<file path="src/rtl/ddr_rx.sv">
// HDR-DDR receive deserializer: shifts SDA in on every SCL edge and reassembles
// preamble, data, parity, token and CRC fields, checking each against its reference.
module ddr_rx (
  input  logic       i_sys_clk,
  input  logic       i_sys_rst,
  input  logic       i_ddrccc_rx_en,
  input  logic [3:0] i_ddrccc_rx_mode,
  input  logic       i_sclgen_scl_pos_edge,
  input  logic       i_sclgen_scl_neg_edge,
  input  logic       i_sdahnd_rx_sda,
  input  logic [4:0] i_crc_crc_value,
  output logic       o_ddrccc_rx_mode_done,
  output logic [1:0] o_rx_preamble,
  output logic [7:0] o_regf_rx_parallel_data,
  output logic       o_regf_wr_en,
  output logic [7:0] o_crc_parallel_data,
  output logic       o_crc_data_valid,
  output logic       o_crc_last_byte,
  output logic       o_parity_err,
  output logic       o_token_err,
  output logic       o_crc_err
);

  localparam logic [3:0] MODE_PRE   = 4'b0000;
  localparam logic [3:0] MODE_DATA  = 4'b0111;
  localparam logic [3:0] MODE_PAR   = 4'b0100;
  localparam logic [3:0] MODE_TOK   = 4'b1100;
  localparam logic [3:0] MODE_CRC   = 4'b1101;
  localparam logic [3:0] TOKEN_WORD = 4'b1100;

  function automatic logic is_field(input logic [3:0] mode);
    case (mode)
      MODE_PRE, MODE_DATA, MODE_PAR, MODE_TOK, MODE_CRC: is_field = 1'b1;
      default:                                           is_field = 1'b0;
    endcase
  endfunction

  // Index of the final bit of each field (field length minus one).
  function automatic logic [2:0] last_idx(input logic [3:0] mode);
    case (mode)
      MODE_PRE:  last_idx = 3'd1;
      MODE_DATA: last_idx = 3'd7;
      MODE_PAR:  last_idx = 3'd1;
      MODE_TOK:  last_idx = 3'd3;
      MODE_CRC:  last_idx = 3'd4;
      default:   last_idx = 3'd7;
    endcase
  endfunction

  // Expected {P1, P0} over the two-byte word; P0 is inverted.
  function automatic logic [1:0] parity_calc(input logic [7:0] d1, input logic [7:0] d2);
    logic p1;
    logic p0;
    p1 = d1[7] ^ d1[5] ^ d1[3] ^ d1[1] ^ d2[7] ^ d2[5] ^ d2[3] ^ d2[1];
    p0 = d1[6] ^ d1[4] ^ d1[2] ^ d1[0] ^ d2[6] ^ d2[4] ^ d2[2] ^ d2[0] ^ 1'b1;
    parity_calc = {p1, p0};
  endfunction

  logic [7:0] shift_q,     shift_d;
  logic [2:0] cnt_q,       cnt_d;
  logic [3:0] prev_mode_q, prev_mode_d;
  logic [7:0] d1_q,        d1_d;
  logic [7:0] d2_q,        d2_d;
  logic       sel_q,       sel_d;
  logic       done_q,      done_d;
  logic [1:0] pre_q,       pre_d;
  logic [7:0] rx_data_q,   rx_data_d;
  logic       wr_en_q,     wr_en_d;
  logic       crc_vld_q,   crc_vld_d;
  logic       last_byte_q, last_byte_d;
  logic       par_err_q,   par_err_d;
  logic       tok_err_q,   tok_err_d;
  logic       crc_err_q,   crc_err_d;

  logic       bit_evt;
  logic       mode_chg;
  logic       final_bit;
  logic [2:0] cnt_base;

  always_comb begin
    shift_d     = shift_q;
    cnt_d       = cnt_q;
    prev_mode_d = i_ddrccc_rx_mode;
    d1_d        = d1_q;
    d2_d        = d2_q;
    sel_d       = sel_q;
    done_d      = 1'b0;
    pre_d       = pre_q;
    rx_data_d   = rx_data_q;
    wr_en_d     = 1'b0;
    crc_vld_d   = 1'b0;
    last_byte_d = 1'b0;
    par_err_d   = par_err_q;
    tok_err_d   = tok_err_q;
    crc_err_d   = crc_err_q;
    final_bit   = 1'b0;

    bit_evt  = i_ddrccc_rx_en & (i_sclgen_scl_pos_edge | i_sclgen_scl_neg_edge)
               & is_field(i_ddrccc_rx_mode);
    // A mode switch discards partial bits; an edge in the same cycle becomes bit 0.
    mode_chg = (i_ddrccc_rx_mode != prev_mode_q);
    cnt_base = mode_chg ? 3'd0 : cnt_q;
    cnt_d    = cnt_base;

    if (bit_evt) begin
      shift_d = {shift_q[6:0], i_sdahnd_rx_sda};
      if (cnt_base == last_idx(i_ddrccc_rx_mode)) begin
        final_bit = 1'b1;
        cnt_d     = 3'd0;
      end else begin
        cnt_d = cnt_base + 3'd1;
      end
    end

    if (final_bit) begin
      done_d = 1'b1;
      case (i_ddrccc_rx_mode)
        MODE_PRE: pre_d = shift_d[1:0];
        MODE_DATA: begin
          rx_data_d = shift_d;
          wr_en_d   = 1'b1;
          crc_vld_d = 1'b1;
          if (!sel_q) d1_d = shift_d;
          else        d2_d = shift_d;
          sel_d = ~sel_q;
        end
        MODE_PAR: begin
          if (shift_d[1:0] != parity_calc(d1_q, d2_q)) par_err_d = 1'b1;
          d1_d  = 8'h00;
          d2_d  = 8'h00;
          sel_d = 1'b0;
        end
        MODE_TOK: begin
          if (shift_d[3:0] != TOKEN_WORD) tok_err_d = 1'b1;
          last_byte_d = 1'b1;
        end
        MODE_CRC: begin
          if (shift_d[4:0] != i_crc_crc_value) crc_err_d = 1'b1;
        end
        default: ;
      endcase
    end

    if (!i_ddrccc_rx_en) begin
      cnt_d       = 3'd0;
      done_d      = 1'b0;
      wr_en_d     = 1'b0;
      crc_vld_d   = 1'b0;
      last_byte_d = 1'b0;
      sel_d       = 1'b0;
      d1_d        = 8'h00;
      d2_d        = 8'h00;
      par_err_d   = 1'b0;
      tok_err_d   = 1'b0;
      crc_err_d   = 1'b0;
    end
  end

  always_ff @(posedge i_sys_clk or negedge i_sys_rst) begin
    if (!i_sys_rst) begin
      shift_q     <= 8'h00;
      cnt_q       <= 3'd0;
      prev_mode_q <= 4'h0;
      d1_q        <= 8'h00;
      d2_q        <= 8'h00;
      sel_q       <= 1'b0;
      done_q      <= 1'b0;
      pre_q       <= 2'b00;
      rx_data_q   <= 8'h00;
      wr_en_q     <= 1'b0;
      crc_vld_q   <= 1'b0;
      last_byte_q <= 1'b0;
      par_err_q   <= 1'b0;
      tok_err_q   <= 1'b0;
      crc_err_q   <= 1'b0;
    end else begin
      shift_q     <= shift_d;
      cnt_q       <= cnt_d;
      prev_mode_q <= prev_mode_d;
      d1_q        <= d1_d;
      d2_q        <= d2_d;
      sel_q       <= sel_d;
      done_q      <= done_d;
      pre_q       <= pre_d;
      rx_data_q   <= rx_data_d;
      wr_en_q     <= wr_en_d;
      crc_vld_q   <= crc_vld_d;
      last_byte_q <= last_byte_d;
      par_err_q   <= par_err_d;
      tok_err_q   <= tok_err_d;
      crc_err_q   <= crc_err_d;
    end
  end

  assign o_ddrccc_rx_mode_done   = done_q;
  assign o_rx_preamble           = pre_q;
  assign o_regf_rx_parallel_data = rx_data_q;
  assign o_regf_wr_en            = wr_en_q;
  assign o_crc_parallel_data     = rx_data_q;
  assign o_crc_data_valid        = crc_vld_q;
  assign o_crc_last_byte         = last_byte_q;
  assign o_parity_err            = par_err_q;
  assign o_token_err             = tok_err_q;
  assign o_crc_err               = crc_err_q;

endmodule
</file>
<file path="config.mk">
export PLATFORM = sky130hd
export DESIGN_NAME = ddr_rx
export DESIGN_NICKNAME = d
export VERILOG_FILES = /design/src/rtl/ddr_rx.sv
export SDC_FILE = /design/constraint.sdc
export NUM_CORES = 1
export LEC_CHECK = 0
export CAP_MARGIN = 20
export CORE_UTILIZATION = 40
export DETAILED_ROUTE_END_ITERATION = 10
export GPL_ROUTABILITY_DRIVEN = 0
export PLACE_DENSITY_LB_ADDON = 0.2
export SLEW_MARGIN = 20
export SYNTH_ARGS = -nofsm -noshare
export SYNTH_HDL_FRONTEND = slang
export SYNTH_SLANG_ARGS = --single-unit
</file>
<file path="constraint.sdc">
create_clock -name i_sys_clk -period 6.2 [get_ports i_sys_clk]
set_input_delay 1.24 -clock i_sys_clk [delete_from_list [all_inputs] [get_ports i_sys_clk]]
set_output_delay 1.24 -clock i_sys_clk [all_outputs]
set_load 0.02 [all_outputs]
</file>
### Word-level counts from Yosys, hierarchy flattened

Cells that the tools add are included.
Widths: inputs -> output; s select.

* register bits after elaboration: 48
* input port bits: 15
* word-level logic and storage cells: 105

* add/sub/neg operators: 1
* eq/ne operators: 19
* mux-type cells: 41
* bitwise operators: 19
* reduce and logical (&&, ||, !) cells: 11

Operators with widths (count)
* $mux 8: 7
* $pmux 8 s2: 2
* $mux 1: 25
* $mux 3: 5
* $reduce_and 3->1: 5
* $ne 2x1->1 const B: 7
* $xor 1x1->1: 14
* $pmux 3 s3: 1
* $eq 4x3->1 const B: 2
* $eq 4x4->1 const B: 2
* $ne 3x3->1 const B: 2
* $reduce_and 2->1: 3
* $ne 5x5->1: 1
* $reduce_or 5->1: 1
* $logic_not 4->1: 1
* $ne 4x4->1: 1
* $ne 4x4->1 const B: 1
* $add 3x1->3 const B: 1
* $eq 3x3->1: 1
* $ne 3x1->1 const B: 1
* $and 1x1->1: 2
* $ne 2x2->1: 1
* $not 1->1: 2
* $pmux 1 s2: 1
* 2 further kinds: 2

### Longest topological paths before layout

* depth after elaboration: 13
* depth in mapped cells: 10
* gate-level depth less buffers: 8

### Least setup slack after synthesis

No wires, ideal clock.

* kind: input to register
* start: in i_ddrccc_rx_mode[0]
* end: reg sel_q
* library setup time: 122 ps
* arrival time: 2999 ps
* data required time: 6078 ps
* slack: 3079 ps
* stages: 10
* path through: buf_2 xor2_1 nor4_4 and2_1 buf_4 o2bb2ai_2 nand3_4 inv_4 mux2_4 a32o_1

* cells in the longest elaborated chain, start to end: 9

RTL lines
* start, declared: line 7 `input logic [3:0] i_ddrccc_rx_mode,`
* $eq 4x3->1 / $logic_not 4->1 (equally long branches): line 32, 40, 117
* $reduce_or 2->1 (no line)
* $pmux 3 s3: line 40 `case (mode)`
* $mux 3: line 105 `if (bit_evt) begin`
* $eq 3x3->1: line 107 `if (cnt_base == last_idx(i_ddrccc_rx_mode)) begin`
* $mux 1: line 107
* $mux 1: line 105
* $ne 2x1->1 (no line)
* $reduce_and 2->1 (no line)
* end signal, assigned: line 182 `sel_q <= sel_d;`
* end, declared: line 64 `logic sel_q, sel_d;`

Parallel ways exist; a longest one is shown, timed or not. The select of a mux whose other input is x is not followed.
A chain may end at the register's enable or synchronous reset.

### Worst setup path after layout

* start: in i_ddrccc_rx_mode[1]
* end: reg sel_q

The elaborated chain is that of the path after synthesis.

==> flow_summary.toml <==
[run_status]
run_status = "completed"

[grt]
antenna_found_initial = 0
grt_pass1_vias = 1721
grt_first_pass_wirelength_mm = 8.625
overflow = 0
grt_max_degree = 49
grt_use_total = 0.1752

[cells_and_area]
final_common_cell = "dfrtp_1"
drive_gt1_frac = 0.09811
final_cell_mix = "dfrtp_1, nand2_1, clkdlybuf4s50_1"
diodes = 0
nets = 280
fin_area_um2 = 3003
post-route-util = 0.5013
nFillCells = 545
area_growth_pct = 18.87

[setup_path]
startpoint_type = "primary input"
cp.arrival_ns = 3.81
crit_buf_inv = 2
worst_path_dominant_cell_family = "compound AO/OA/AOI/OAI gates"
worst_path_largest_cell_delay_ns = 0.68
path_class = "primary input to flip-flop"
required_ns = 6.39
critPathCaptureType = "flip-flop"
crit_path_top_delay_cell = "clkdlybuf4s50_1"
crit_fanout = 14
cp_cell_sequence = "clkdlybuf4s50_1, nand2_1, nor3_1, o221ai_2, a21oi_2, nand3_4, inv_4, mux2_4, a32o_1"
rrSetupSlack_ns = 3.97

[routing]
drt_iter0_markers = 55
firstDrtPassIters = 4
via_count = 1739
vias_per_cell = 5.115
antenna_left = 0
detail_route.wl_per_cell_um = 15.01
drt-total-wl_mm = 5.105
drc = 0

[synthesis]
syn_area_um2 = 2526
syn_nets = 253
syn_area_per_cell_um2 = 10.66
synthArstFlopShare = 1.000
synth_cell_types = 49
syn_inst = 237
synth_top_area_share = 0.4755
synth_edf_count = 0
synth_warnings = 0
ys_seq_area_frac = 0.4755
ys_seq_elements = 48
synth_flop_cell = "dfrtp_1"
synth_top_area_cell = "dfrtp_1"
yosys-top-cells-area = "dfrtp_1, xnor2_1, nand2_1, mux2_1, mux2i_1"

[sta]
rsz0062_at_grt = "false"
fmax_ghz = 0.2764
period_share = 0.5835
setup_viol = 0
finalSetupTns_ns = 0
max_slew_margin = 0.4860
period_needed_ns = 3.618
slew_viol_final = 0
finClkSkew_ns = 0.004266
hold_viol = 0
tightest_slew_ns = 0.7629

[clocking]
post_cts_buffers = 0
cts_tree = "done"
cts.sinks = 48
clkLatencyLatePin_ns = 0.30
cts_resized = 0
cts-buffers-inserted = 5
holdBufCountCts = 0
cts_buffer_depth = 2
clock_tree.htree_level_count = 2
cts_root_buf = "clkbuf_8"
clk_pin_slew_ns = 0.09

[flow_run]
maxCapViolCount = 0

[power_and_ir_drop]
p_int_w = 0.0004981
p_seq_frac = 0.498
p_comb_frac = 0.175
net-switching-power_w = 0.0002083
ir_drop_uv = 182.7
switching_share = 0.2948
p_leak_nw = 1.359
clock_power_share = 0.327
pwr_density_cell_nw_per_um2 = 235.2

[floorplan]
io-pin-count = 40
design.core.area_um2 = 5991
rows = 28
die_w_um = 81.47
die_area_um2 = 6637
die_h_um = 81.47
initial_core_util = 0.4217

[placed_design]
io_buffers = 39
dp_hpwl_mm = 3.653
placed_cell_area_um2 = 2885

[hold_path]
hp-class = "flip-flop to flip-flop"
-- layout make-up --
class | count | area [µm²] | area share
Multi-Input combinational cell | 158 | 1157 | 0.3854
Clock buffer | 5 | 68.82 | 0.02292
Timing Repair Buffer | 39 | 387.9 | 0.1292
Sequential cell | 48 | 1201 | 0.4000
Clock inverter | 3 | 46.29 | 0.01542
Tap cell | 75 | 93.84 | 0.03125
Inverter | 12 | 47.55 | 0.01583
-- synth_stat cells (3+ instances only) --
cell / instances
clkbuf_1: 5
mux2_1: 10
a21oi_1: 5
dfrtp_1: 48
o21ai_0: 5
nor3_1: 4
nand2_1: 41
nor2_1: 6
inv_1: 10
mux2i_1: 11
nand3_1: 6
buf_2: 3
xnor2_1: 23
o2bb2ai_1: 8
buf_4: 10
xor2_1: 6
-- registers in the layout, indices dropped and copies added (netlist names) --
register / cells
o_crc_last_byte: 1
o_crc_parallel_data: 8
o_token_err: 1
o_rx_preamble: 2
o_crc_err: 1
o_ddrccc_rx_mode_done: 1
prev_mode_q: 4
cnt_q: 3
d1_q: 8
d2_q: 8
shift_q: 8
o_parity_err: 1
o_crc_data_valid: 1
sel_q: 1
-- per-stage QoR --
step           std cells  hold slack (ns)  power (W)  setup slack (ns)
6_report             340           0.5033  0.0007064             2.582
5_1_grt              340           0.5280  0.0007454             2.413
4_1_cts              340           0.5064  0.0007179             2.604
3_5_place_dp         332           0.4844  0.0004817             2.297
3_3_place_gp         332           0.4815  0.0004828             2.382
2_1_floorplan        237           0.4753  0.0004344             3.079
-- logic make-up (layout without fill, tap and decap cells) --
family                     Yosys count  in the layout  synth area share
xor gates and xnor gates            30             30            0.1070
muxes                               22             22           0.09411
and+or+nand+nor                     72             72            0.1496
adders and majority gates            1              1          0.004952
buffers and inverters               31             59           0.06637
DFF                                 48             48            0.4755
AOI/OAI and AO/OA                   33             33            0.1025
-- worst paths after layout --
kind | startpoint | to | cells after the start
max in group asynchronous | i_sys_rst | d2_q[5] | 1
worst min register to register | o_rx_preamble[1] | o_rx_preamble[1] | 1
worst min-delay path | o_rx_preamble[1] | o_rx_preamble[1] | 1
worst max-delay path | i_ddrccc_rx_mode[1] | sel_q | 9
min in group asynchronous | i_sys_rst | cnt_q[2] | 1
worst max register to register | prev_mode_q[1] | sel_q | 8
-- worst register-to-register path: stages (launching register included) --
cell       delay, ns
dfrtp_1         0.38
xor2_1          0.16
nor4_4          0.34
and2_1          0.28
o2bb2ai_2       0.16
nand3_4         0.17
inv_4           0.13
mux2_4          0.29
a32o_1          0.19
-- power by group through the flow --
| stage | registers [W] | clock network (W) | logic, W |
|---|---|---|---|
| floorplan | 0.000351 | 0 | 0.0000834 |
| global placement | 0.000358 | 0 | 0.000125 |
| detailed placement | 0.000357 | 0 | 0.000124 |
| CTS | 0.000351 | 0.000241 | 0.000126 |
| global route | 0.000355 | 0.000251 | 0.000139 |
| finish | 0.000352 | 0.000231 | 0.000124 |
-- routing by layer --
layer | part of all wire | GRT usage
met5 | 0 | 0
met4 | 0.010 | 0.05357
met1 | 0.50 | 0.2379
met2 | 0.46 | 0.2792
met3 | 0.031 | 0.03778
No activity file was read; power rests on OpenSTA's default activity.
